==> config.mk <==
export PLATFORM = sky130hd
export DESIGN_NAME = demux_scan_ctrl
export DESIGN_NICKNAME = d
export VERILOG_FILES = /design/src/rtl/demux_scan_ctrl.sv
export SDC_FILE = /design/constraint.sdc
export NUM_CORES = 1
export LEC_CHECK = 0
export CORE_MARGIN = 8
export CORE_UTILIZATION = 51
export DETAILED_ROUTE_END_ITERATION = 8
export PLACE_DENSITY_LB_ADDON = 0.25
export SYNTH_ARGS = -nofsm -noshare
export SYNTH_HDL_FRONTEND = slang
export SYNTH_SLANG_ARGS = --single-unit
==> constraint.sdc <==
create_clock -name clk -period 4.9 [get_ports clk]
set_input_delay 0.98 -clock clk [delete_from_list [all_inputs] [get_ports clk]]
set_output_delay 0.98 -clock clk [all_outputs]
set_load 0.05 [all_outputs]
==> src/rtl/demux_scan_ctrl.sv <==
// Scan sequencer for the 1-to-8 output demux: walks S through the enabled channels, dwelling DIV cycles each.
// Optional continuous scanning is enabled by defining DEMUX_SCAN_CONT_EN (one-shot frames otherwise).
module demux_scan_ctrl #(
    parameter int DATA_W = 4,
    parameter int N_CH   = 8,
    parameter int SEL_W  = 3,
    parameter int DIV    = 4
) (
    input  logic              clk,
    input  logic              rst,
    input  logic              start,
    input  logic              stop,
    input  logic [N_CH-1:0]   ch_mask,
    input  logic [DATA_W-1:0] data_in,
    output logic [DATA_W-1:0] A,
    output logic [SEL_W-1:0]  S,
    output logic              C4,
    output logic              busy,
    output logic              frame_done,
    output logic [7:0]        frame_cnt,
    output logic              start_err
);

    typedef enum logic {IDLE, SCAN} state_t;

    localparam logic [7:0] DWELL_LAST = 8'(DIV - 1);

    state_t            state, state_n;
    logic [7:0]        dwell, dwell_n;
    logic [N_CH-1:0]   mask_l, mask_n;
    logic              stop_l, stop_n;
    logic [DATA_W-1:0] a_n;
    logic [SEL_W-1:0]  s_n;
    logic              c4_n, busy_n, fd_n, se_n;
    logic [7:0]        cnt_n;
    logic [N_CH-1:0]   higher;
    logic              dwell_end, enter, go_idle;
    logic [SEL_W-1:0]  enter_ch;

    function automatic logic [SEL_W-1:0] lowest_ch(input logic [N_CH-1:0] m);
        logic [SEL_W-1:0] r;
        r = '0;
        for (int i = N_CH - 1; i >= 0; i--) begin
            if (m[i]) r = SEL_W'(i);
        end
        return r;
    endfunction

    // Enabled channels strictly above the current select.
    function automatic logic [N_CH-1:0] above(input logic [N_CH-1:0] m, input logic [SEL_W-1:0] cur);
        logic [N_CH-1:0] r;
        for (int i = 0; i < N_CH; i++) begin
            r[i] = m[i] && (i > int'(cur));
        end
        return r;
    endfunction

    always_ff @(posedge clk) begin
        if (!rst) begin
            state      <= IDLE;
            dwell      <= '0;
            mask_l     <= '0;
            stop_l     <= 1'b0;
            A          <= '0;
            S          <= '0;
            C4         <= 1'b0;
            busy       <= 1'b0;
            frame_done <= 1'b0;
            frame_cnt  <= '0;
            start_err  <= 1'b0;
        end else begin
            state      <= state_n;
            dwell      <= dwell_n;
            mask_l     <= mask_n;
            stop_l     <= stop_n;
            A          <= a_n;
            S          <= s_n;
            C4         <= c4_n;
            busy       <= busy_n;
            frame_done <= fd_n;
            frame_cnt  <= cnt_n;
            start_err  <= se_n;
        end
    end

    always_comb begin
        state_n   = state;
        dwell_n   = dwell;
        mask_n    = mask_l;
        stop_n    = stop_l;
        a_n       = A;
        s_n       = S;
        c4_n      = C4;
        busy_n    = busy;
        fd_n      = 1'b0;
        se_n      = 1'b0;
        cnt_n     = frame_cnt;
        enter     = 1'b0;
        enter_ch  = '0;
        go_idle   = 1'b0;
        higher    = above(mask_l, S);
        dwell_end = (dwell == DWELL_LAST);

        unique case (state)
            IDLE: begin
                // stop dominates a simultaneous start
                if (start && !stop) begin
                    if (ch_mask != '0) begin
                        state_n  = SCAN;
                        mask_n   = ch_mask;
                        stop_n   = 1'b0;
                        enter    = 1'b1;
                        enter_ch = lowest_ch(ch_mask);
                    end else begin
                        se_n = 1'b1;
                    end
                end
            end
            SCAN: begin
                stop_n = stop_l | stop;
                if (!dwell_end) begin
                    dwell_n = dwell + 8'd1;
                end else begin
                    if (higher == '0) begin
                        fd_n  = 1'b1;
                        cnt_n = frame_cnt + 8'd1;
                    end
                    if (stop_l || stop) begin
                        go_idle = 1'b1;
                    end else if (higher != '0) begin
                        enter    = 1'b1;
                        enter_ch = lowest_ch(higher);
                    end else begin
`ifdef DEMUX_SCAN_CONT_EN
                        if (ch_mask != '0) begin
                            mask_n   = ch_mask;
                            enter    = 1'b1;
                            enter_ch = lowest_ch(ch_mask);
                        end else begin
                            go_idle = 1'b1;
                        end
`else
                        go_idle = 1'b1;
`endif
                    end
                end
            end
            default: go_idle = 1'b1;
        endcase

        // Channel entry: new select, fresh data word, dwell restarts.
        if (enter) begin
            s_n     = enter_ch;
            a_n     = data_in;
            c4_n    = 1'b1;
            busy_n  = 1'b1;
            dwell_n = '0;
        end

        if (go_idle) begin
            state_n = IDLE;
            a_n     = '0;
            s_n     = '0;
            c4_n    = 1'b0;
            busy_n  = 1'b0;
            dwell_n = '0;
            mask_n  = '0;
            stop_n  = 1'b0;
        end
    end

endmodule

==> results by group <==
Worst hold path
  • Hold Path Class: reg2reg
  • Cells on Worst Hold Path: 2

GRT
  • Largest net degree at the start of global routing: 18
  • First-pass GRT wire length: 6350 um
  • GRT Residual Overflow: 0
  • Vias in the first global route: 1464
  • Initial antenna violation count: 0
  • Gr usage total: 0.146

Clock tree
  • Post-CTS Setup Bufs: 0
  • TritonCTS buffer count: 5
  • Clock tree root buffer cell: clkbuf_4
  • TritonCTS clock tree: built
  • Clk slew on worst S/H paths: 0.10 ns
  • CTS Buffer Depth: 2
  • CTS sink cnt: 35
  • Post-CTS Hold Buffers: 0
  • PostCTS Resize Cnt: 0
  • CTS H-tree depth: 2
  • Skew-Pair Late Insertion Delay: 0.34 ns

Synth
  • Synth Register Bits: 35
  • Yosys cell types: 47
  • Post-synthesis async set-or-reset flop share: 0
  • Post-Synthesis Cell Area: 0.00175 mm2
  • Ys Warns: 0
  • Syn_area_per_cell: 8.22 um2
  • EDFF count, synth: 0
  • Main synth FF type: dfxtp_1
  • Mapped Cells: 213
  • Seq/Total Area, Yosys: 0.400
  • Post-Syn Nets: 231

Routing
  • Detailed Route Iter0 Violations: 67
  • Vias per std cell: 5.29
  • Total Wirelength: 3830 um
  • Routed via count: 1549
  • First drt pass iteration count: 4
  • Drc violations: 0
  • Routed Antenna Nets: 0
  • Routed wire length per instance: 13.1 um

Timing
  • Unrepaired setup endpoints after global routing: false
  • Slew @ Worst Pin: 1.07 ns
  • Period utilization: 0.587
  • Post-Route Skew: 0.0114 ns
  • Slew HR: 0.284
  • Final setup vio count: 0
  • Final Hold Violating Endpoints: 0
  • Fmax: 0.348 GHz
  • Min cycle time layout: 2.88 ns
  • Setup TNS: 0 ns
  • Max Slew Vio Count: 0

Final layout
  • Reg area: 701 um2
  • Nets: 264
  • Final Cell Area: 0.00218 mm2
  • Layout cells sized above 1: 0.0607
  • Area grow syn2layout: 24.3%
  • Multi-input gate area: 978 um2
  • Filler instances: 299
  • Final Non-Filler Cells: 293
  • Antenna diodes: 0

Placed design
  • Placed insts: 285
  • GP Congestion: 0.805
  • Placed Area: 0.00211 mm2
  • Port Buffer Count: 34
  • DP Wirelength: 2890 um

Worst setup path
  • Startpoint types: input port
  • CP bufs+invs: 1
  • Worst path max stage delay: 0.60 ns
  • Worst Setup End Kind: register
  • Arrival @ worst endpoint: 3.15 ns
  • Critical path, cell by cell: clkdlybuf4s50_1 -> or4_1 -> o21ai_2 -> nand3_1 -> nor2_1
  • Required time worst endpoint: 5.17 ns
  • Crit Path Category: in2reg
  • Top Family by Delay on Critical Path: simple AND/OR/NAND/NOR gates
  • Crit path depth: 5
  • Critical Path Slowest Stage Cell: or4_1
  • CP Max Fanout: 16
  • R2r worst-path depth: 5

Pwr
  • VDD IR max: 0.149 mV
  • Static Leak: 0.764 nW
  • Pwr dens: 259 mW/mm2

Die
  • Full die area: 0.00556 mm2
  • DIE WIDTH: 74.6 um
  • Die Height: 74.6 um
  • Core area: 0.00331 mm2
  • Row count: 21
  • Top Ports: 35
  • Initial Util: 0.529

Run status
  • Outcome: finished clean

Job
  • Max-cap violation count: 0
routing by layer:
metal	wire length (um)	GRT usage	share of wire
met1	1760	0.173	0.46
met2	1840	0.238	0.48
met3	177	0.0472	0.046
met4	57	0.0587	0.015
met5	0	0	0
cell usage in the layout, fill, tap and decap left out, types with 3 or more instances in the layout:
cell	count
dfxtp_1	35
clkdlybuf4s50_1	34
nor2_1	26
nand2_1	20
a21oi_1	19
nand3_1	14
nor3_1	7
nand4_1	7
o21ai_0	7
nand2b_1	6
inv_1	6
xor2_1	6
xnor2_1	5
clkbuf_4	5
mux2i_1	4
nor2b_1	3
and3_1	3
state kept, by name, summed over array words and instances (netlist names):
name        cells
dwell           8
frame_cnt       8
busy            1
start_err       1
A               4
stop_l          1
state           1
mask_l          7
S               3
frame_done      1
Yosys cell counts, types with 4 or more instances:
| cell type | number | area, um2 |
|---|---|---|
| o21ai_0 | 7 | 35.0 |
| nor2_1 | 26 | 97.6 |
| nand3_1 | 14 | 70.1 |
| nand2b_1 | 6 | 37.5 |
| xor2_1 | 6 | 52.6 |
| mux2i_1 | 4 | 40.0 |
| nand2_1 | 20 | 75.1 |
| dfxtp_1 | 35 | 701 |
| nor3_1 | 7 | 35.0 |
| a21oi_1 | 19 | 95.1 |
| clkbuf_1 | 4 | 15.0 |
| nand4_1 | 7 | 43.8 |
| xnor2_1 | 5 | 43.8 |
| inv_1 | 6 | 22.5 |
metrics by stage:
stage	hold WS [ns]	power [mW]	worst slack, ns	util
final	0.475	0.563	2.02	0.657
after global routing	0.489	0.588	1.90	0.657
after detailed placement	0.458	0.388	1.68	0.636
after floorplan	0.437	0.359	2.59	-
after global placement	0.451	0.387	1.72	0.636
after CTS	0.474	0.567	2.05	0.657
cells by family (layout without fill, tap and decap cells):
logic type | count (synthesis) | count (layout) | share of synthesized area
simple gates | 102 | 102 | 0.308
compound gates | 44 | 44 | 0.159
flops | 35 | 35 | 0.400
buf+inv | 15 | 49 | 0.0407
xor+xnor | 11 | 11 | 0.0550
mux | 4 | 4 | 0.0229
fa+ha+maj | 2 | 2 | 0.0143
power breakdown:
part / internal (mW) / switching (mW) / total [mW]
clock network: 0.0844 / 0.0976 / 0.182
logic: 0.0358 / 0.0462 / 0.0820
registers: 0.292 / 0.00780 / 0.299
worst paths after layout:
| check | to | slack, ns | startpoint |
|---|---|---|---|
| min | mask_l[1]$_SDFFE_PP0P_ | 0.48 | mask_l[1]$_SDFFE_PP0P_ |
| min reg2reg | mask_l[1]$_SDFFE_PP0P_ | 0.48 | mask_l[1]$_SDFFE_PP0P_ |
| max reg2reg | stop_l$_SDFFE_PP0P_ | 2.40 | dwell[0]$_SDFFE_PP0P_ |
| max | dwell[5]$_SDFFE_PP0P_ | 2.02 | ch_mask[1] |
area by class of cell:
type,instances,share of cell area
Clock buffer,8,0.0316
Inverter,6,0.0104
Tap cell,46,0.0265
Multi-Input combinational cell,163,0.450
Sequential cell,35,0.322
Timing Repair Buffer,35,0.160
worst min-delay path: cells and delay by family (launching register included):
family | cells | cell delay [ns]
compound gates | 1 | 0.06
flops | 1 | 0.33
simple gates | 1 | 0.05
Power figures use the tool's default switching activity.
